[config.mk]
export PLATFORM = sky130hd
export DESIGN_NAME = sha256_w_sched
export DESIGN_NICKNAME = d
export VERILOG_FILES = /design/src/rtl/sha256_w_sched.sv
export SDC_FILE = /design/constraint.sdc
export NUM_CORES = 2
export LEC_CHECK = 0
export CORE_MARGIN = 3
export CORE_UTILIZATION = 59
export CTS_BUF_LIST = sky130_fd_sc_hd__clkbuf_8
export CTS_CLUSTER_SIZE = 10
export DETAILED_ROUTE_END_ITERATION = 10
export HOLD_SLACK_MARGIN = 0.06
export PLACE_DENSITY = 0.84
export RECOVER_POWER = 50
export SLEW_MARGIN = 30
export SYNTH_ARGS = -nofsm -noshare
export SYNTH_HDL_FRONTEND = slang
export SYNTH_SLANG_ARGS = --single-unit
export TNS_END_PERCENT = 30
[constraint.sdc]
create_clock -name clk -period 9.9 [get_ports clk]
set_clock_uncertainty 0.15 [all_clocks]
set_input_delay 1.98 -clock clk [delete_from_list [all_inputs] [get_ports clk]]
set_output_delay 1.98 -clock clk [all_outputs]
set_load 0.05 [all_outputs]
[src/rtl/sha256_w_sched.sv]
// sha256_w_sched
// SHA-256 message schedule generator. Accepts the sixteen 32-bit words of a
// message block over a valid/ready load port, then streams the schedule words
// W[0..ROUNDS-1] over a valid/ready output port. A 16-entry circular buffer
// holds the sliding window W[t-16..t-1]; each expanded word overwrites the
// oldest entry once the consumer accepts it.

module sha256_w_sched #(
    parameter int ROUNDS = 64
) (
    input  logic        clk,
    input  logic        rst_n,
    input  logic        abort,
    input  logic        load_valid,
    input  logic [31:0] load_data,
    output logic        load_ready,
    output logic        w_valid,
    input  logic        w_ready,
    output logic [31:0] w_data,
    output logic [5:0]  w_index,
    output logic        busy,
    output logic        done
);

    typedef enum logic [1:0] {
        IDLE,
        LOAD,
        GEN,
        DONE
    } state_t;

    localparam logic [5:0] T_LAST = 6'(ROUNDS - 1);

    state_t      state_q, state_d;
    logic [3:0]  ldcnt_q, ldcnt_d;
    logic [5:0]  t_q, t_d;
    logic        rdy_en_q, rdy_en_d;
    logic [31:0] wbuf_q [16];
    logic [31:0] wbuf_d [16];

    logic [3:0]  idx_t, idx_m2, idx_m7, idx_m15;
    logic [31:0] w_expand;
    logic [31:0] w_cur;
    logic        t_is_msg;
    logic        load_fire;
    logic        w_fire;

    // sigma0(x) = ROTR7 ^ ROTR18 ^ SHR3
    function automatic logic [31:0] sig0(input logic [31:0] x);
        return {x[6:0], x[31:7]} ^ {x[17:0], x[31:18]} ^ (x >> 3);
    endfunction

    // sigma1(x) = ROTR17 ^ ROTR19 ^ SHR10
    function automatic logic [31:0] sig1(input logic [31:0] x);
        return {x[16:0], x[31:17]} ^ {x[18:0], x[31:19]} ^ (x >> 10);
    endfunction

    // Schedule datapath: circular-buffer taps use 4-bit wrap-around arithmetic
    always_comb begin
        idx_t    = t_q[3:0];
        idx_m2   = idx_t - 4'd2;
        idx_m7   = idx_t - 4'd7;
        idx_m15  = idx_t - 4'd15;
        t_is_msg = (t_q[5:4] == 2'b00);
        w_expand = sig1(wbuf_q[idx_m2]) + wbuf_q[idx_m7]
                 + sig0(wbuf_q[idx_m15]) + wbuf_q[idx_t];
        w_cur    = t_is_msg ? wbuf_q[idx_t] : w_expand;
    end

    // Output decode from the current state
    always_comb begin
        load_ready = ((state_q == IDLE) && rdy_en_q) || (state_q == LOAD);
        w_valid    = (state_q == GEN);
        w_data     = w_valid ? w_cur : '0;
        w_index    = w_valid ? t_q : '0;
        busy       = (state_q != IDLE);
        done       = (state_q == DONE);
        load_fire  = load_valid && load_ready;
        w_fire     = w_valid && w_ready;
    end

    // Next-state, counter and buffer-write logic; abort overrides everything
    always_comb begin
        state_d  = state_q;
        ldcnt_d  = ldcnt_q;
        t_d      = t_q;
        rdy_en_d = 1'b1;
        wbuf_d   = wbuf_q;

        if (abort) begin
            state_d = IDLE;
            ldcnt_d = '0;
            t_d     = '0;
        end else begin
            case (state_q)
                IDLE: begin
                    if (load_fire) begin
                        wbuf_d[0] = load_data;
                        ldcnt_d   = 4'd1;
                        state_d   = LOAD;
                    end
                end
                LOAD: begin
                    if (load_fire) begin
                        wbuf_d[ldcnt_q] = load_data;
                        ldcnt_d         = ldcnt_q + 4'd1;
                        if (ldcnt_q == 4'd15) begin
                            state_d = GEN;
                            t_d     = '0;
                        end
                    end
                end
                GEN: begin
                    if (w_fire) begin
                        if (!t_is_msg) begin
                            wbuf_d[idx_t] = w_expand;
                        end
                        t_d = t_q + 6'd1;
                        if (t_q == T_LAST) begin
                            state_d = DONE;
                        end
                    end
                end
                DONE: begin
                    state_d = IDLE;
                    t_d     = '0;
                end
                default: begin
                    state_d = IDLE;
                end
            endcase
        end
    end

    // Control state register with asynchronous active-low reset
    always_ff @(posedge clk or negedge rst_n) begin
        if (!rst_n) begin
            state_q  <= IDLE;
            ldcnt_q  <= '0;
            t_q      <= '0;
            rdy_en_q <= 1'b0;
        end else begin
            state_q  <= state_d;
            ldcnt_q  <= ldcnt_d;
            t_q      <= t_d;
            rdy_en_q <= rdy_en_d;
        end
    end

    // Window buffer storage; contents are don't-care after reset
    always_ff @(posedge clk) begin
        wbuf_q <= wbuf_d;
    end

endmodule

==> reports/results.txt <==
The flow ran to the end, but the final reports show violations. The final reports fail on capacitance limit, slew limit, setup timing. The number of H-tree levels was 3. For this block, wires on met1 add up to 43.9 mm. The element type at the critical path start was a flop. Final worst slack: -0.167 ns. Share of synthesized registers carrying an async set or reset: 0.0248.

The clock reaches the later pin of the worst-skew pair after 0.74 ns. The minimum hold slack was 0.409 ns; the total via count after detailed routing was 32000. The cell chosen for the clock root is sky130_fd_sc_hd__clkbuf_8. The minimum clock period after layout is 10.07 ns.

Setup repair after global routing left no endpoint under its margin. The run gives 4 as the number of antenna violations at the first check in global routing. The horizontal die dimension was 260 microns. 79 I/O pins were placed. The number of unique standard cell types used by synthesis is 57. Once detail routing completed, the nets flagged for antenna violations numbered 0. For this design, the slowest cell found on the critical path is sky130_fd_sc_hd__clkbuf_1. The number of DRC violations after detailed-routing iteration 0 is 7295. The run gives 127 as the largest net degree at the start of global routing. The effective utilization at floorplan was 0.599; the proportion of layout cells with a drive suffix above 1 was 0.284. Across the run, the number of max-cap violations was 24. The worst max-slew margin expressed relative to the limit is -1.81, and the delay of the slowest cell on the worst path is 2.96 ns.

Along the worst path, the maximum fanout reaches 56. The mean post-synth cell area is 13.7 sq um. After detailed routing, the total wire length is 155 mm. The logs give 0.413 for the proportion of synthesized chip area in sequential cells and 61.9 mm for the total length of routed met2 wires. The final net count was 2899; the number of buffer cells added on primary ports was 78. The transition time at the pin with the least slew margin works out to 4.21 ns.

The clock passes through at most 3 buffers. Class of the tightest hold or removal check: flop to flop. Summed over all instances, the cell type with the most area after synthesis is sky130_fd_sc_hd__edfxtp_1. The floorplan step defined a die boundary enclosing 67500 sq um. Data on the critical path is required at its endpoint by 9.95 ns. The average wire length per cell after detail routing came out at 42.3 microns.

By area the synthesized netlist is led by sky130_fd_sc_hd__edfxtp_1 40%, sky130_fd_sc_hd__mux4_2 30%, sky130_fd_sc_hd__o22ai_1 6.8%. The clock edge transition at the registers on the reported setup and hold paths came out at 0.06 ns. The run gives 31000 as the via count of the first global-routing pass. Most instantiated flip-flop cell in the synthesis netlist: sky130_fd_sc_hd__edfxtp_1. The number of synthesized flops with an enable pin works out to 512.

The clock net in this run drives a total of 525 sinks. Global routing finished with a remaining overflow of 0. Data arrives at the worst endpoint at 10.12 ns.

The setup TNS is -4.16 ns, and the synthesis-to-layout area growth is 9.67%. The proportion of netlist area held by the largest area contributor works out to 0.405. The number of fill cells in the layout is 4362.

The logs give 0.453 for the total routing resource utilization after global routing and 2916 for the post-synth net total. Setup violations remaining at the end of the flow were counted as 32. Floorplan row count: 92.

The mapped netlist covers 38000 sq um. The post-detailed-route via-to-cell ratio is 8.71, and the amount of wire on met3 after detailed routing is 34.4 mm. The signal on the critical path passes through inv_1, ha_1, clkbuf_2, nand3_1, o21ai_0, and3_2, clkbuf_1. The detailed router used layers up to and including met5.

The logs give 0 for the number of warning messages in the yosys log and 0 for the remaining routing DRC violations. Measured along the y axis, the die boundary spans 260 microns. The cell count after synthesis came out at 2771. The total area inside the core boundary comes to 63400 sq um. The utilization after layout is 0.657. The worst setup path is of the flop to flop kind. Wire length of the first global-routing pass: 215 mm. The endpoint kind of the worst setup timing path was a flop.

TritonCTS built the clock tree. The number of clock buffers added by TritonCTS is 88. Max-slew violation total from the final report: 645.

The tools report the upper clock frequency limit as 99.3 MHz. The period utilization was 1.02. Number of hold-slack violations in the final timing report: 0. The pre-antenna-repair detailed-routing pass consisted of 9 iterations. The detailed-placement wirelength estimate is 92.6 mm, and the synthesis-stage register bit count is 525. The congestion estimate from routability-driven global placement came to 1.02.
## state kept, by name, indices dropped and copies added (netlist names)
register,cells
state_q,2
t_q,6
ldcnt_q,4
rdy_en_q,1
wbuf_q,512
## cells in the mapped netlist (all sizes together), types with 28 or more instances
master and n:
a21oi 37, clkbuf 227, o21ai 151, xnor2 123
fa 62, nand2b 37, nor2 32, nand2 182
nand3 30, mux4 507, o22ai 415, buf 81
ha 46, edfxtp 512, inv 107, xor2 28
and2 28
## per-stage QoR
step                      instances  setup WS, ns  area (sq um)
after floorplan                2771       -0.0682         38000
after global placement         3502         0.848         39900
after detailed placement       3502         0.699         39900
after CTS                      3660        0.0389         41600
after global routing           3669        0.0514         41700
final                          3669        -0.167         41700
## what timing repair did
item | in CTS | in global routing
gates resized for setup | 2 | 8
hold buffers | 0 | 0
buffers inserted | 0 | 5
pin swaps | 0 | 1
setup endpoints to repair | 1 | 9
cloned | 0 | 3
hold endpoints to repair | 0 | 0
## cell usage in the layout, fill, tap and decap left out, types with 9 or more instances in the layout
master                            netlist  layout
sky130_fd_sc_hd__a21o_1                11      11
sky130_fd_sc_hd__a21oi_1               37      35
sky130_fd_sc_hd__a22o_1                19      19
sky130_fd_sc_hd__a22oi_1               16      16
sky130_fd_sc_hd__and2_1                27      27
sky130_fd_sc_hd__and3_1                14      10
sky130_fd_sc_hd__buf_12                 0      15
sky130_fd_sc_hd__buf_4                  1     101
sky130_fd_sc_hd__clkbuf_1             227      22
sky130_fd_sc_hd__clkbuf_8               0      91
sky130_fd_sc_hd__clkdlybuf4s50_1        0      43
sky130_fd_sc_hd__clkinv_1               0      19
sky130_fd_sc_hd__clkinv_2               0      13
sky130_fd_sc_hd__dfrtp_1               13       9
sky130_fd_sc_hd__edfxtp_1             512     512
sky130_fd_sc_hd__fa_1                  62      62
sky130_fd_sc_hd__ha_1                  46      44
sky130_fd_sc_hd__inv_1                107     127
sky130_fd_sc_hd__mux4_2               500     500
sky130_fd_sc_hd__nand2_1              182     175
sky130_fd_sc_hd__nand2b_1              37      37
sky130_fd_sc_hd__nand3_1               30      19
sky130_fd_sc_hd__nand3_2                0      10
sky130_fd_sc_hd__nor2_1                32      29
sky130_fd_sc_hd__nor2b_1               10      10
sky130_fd_sc_hd__nor3_1                 9       9
sky130_fd_sc_hd__o21ai_0              151     148
sky130_fd_sc_hd__o22ai_1              415     415
sky130_fd_sc_hd__xnor2_1              122     121
sky130_fd_sc_hd__xor2_1                27      24
## worst max-delay path, delay by kind of cell, from the launching register on
family / cells / cell delay (ns)
buffers and inverters: 3 / 4.26
and+or+nand+nor: 2 / 2.93
adders and majority gates: 1 / 1.18
AOI/OAI and AO/OA: 1 / 0.57
DFF: 1 / 0.41
## cells by family (layout without fill, tap and decap cells)
kind of cell             Yosys count  in the layout  share of synthesized area
other                              1              2                  0.0000987
multiplexers                     514            514                      0.303
AND/OR/NAND/NOR                  358            358                     0.0438
XOR/XNOR                         151            151                     0.0352
adder cells (fa/ha/maj)          108            108                     0.0478
flip-flops                       525            525                      0.413
buffers and inverters            415            466                     0.0432
AO/OA/AOI/OAI                    699            699                      0.113
## area by class of cell
cell class              count  area (sq um)  share of cell area
repair buffers            201          1870              0.0449
well taps                 846          1060              0.0254
clock buffers              91          1250              0.0301
inverters                 107           402             0.00964
multi-input cells        1831         20900               0.501
diodes                      1          2.50           0.0000601
flip-flops and latches    525         15700               0.377
clock inverters            67           487              0.0117
## final timing paths
path,from,endpoint,slack [ns],depth (start not counted)
max,state_q[0],wbuf_q[87],-0.17,7
min,state_q[0],state_q[0],0.41,2
max reg2reg,state_q[0],wbuf_q[87],-0.17,7
min reg2reg,state_q[0],state_q[0],0.41,2
max in group asynchronous,rst_n,t_q[1],7.39,1
min in group asynchronous,rst_n,t_q[2],1.62,1
## layer usage
metal,global-route usage,vias to the layer above
li1,-,11400
met1,0.538,15100
met2,0.615,4272
met3,0.272,1250
met4,0.301,6
met5,0.00439,-
Power is left out: the tool's default activity adds up to more than one toggle a clock period on the data nets, which glitch-free logic cannot reach.
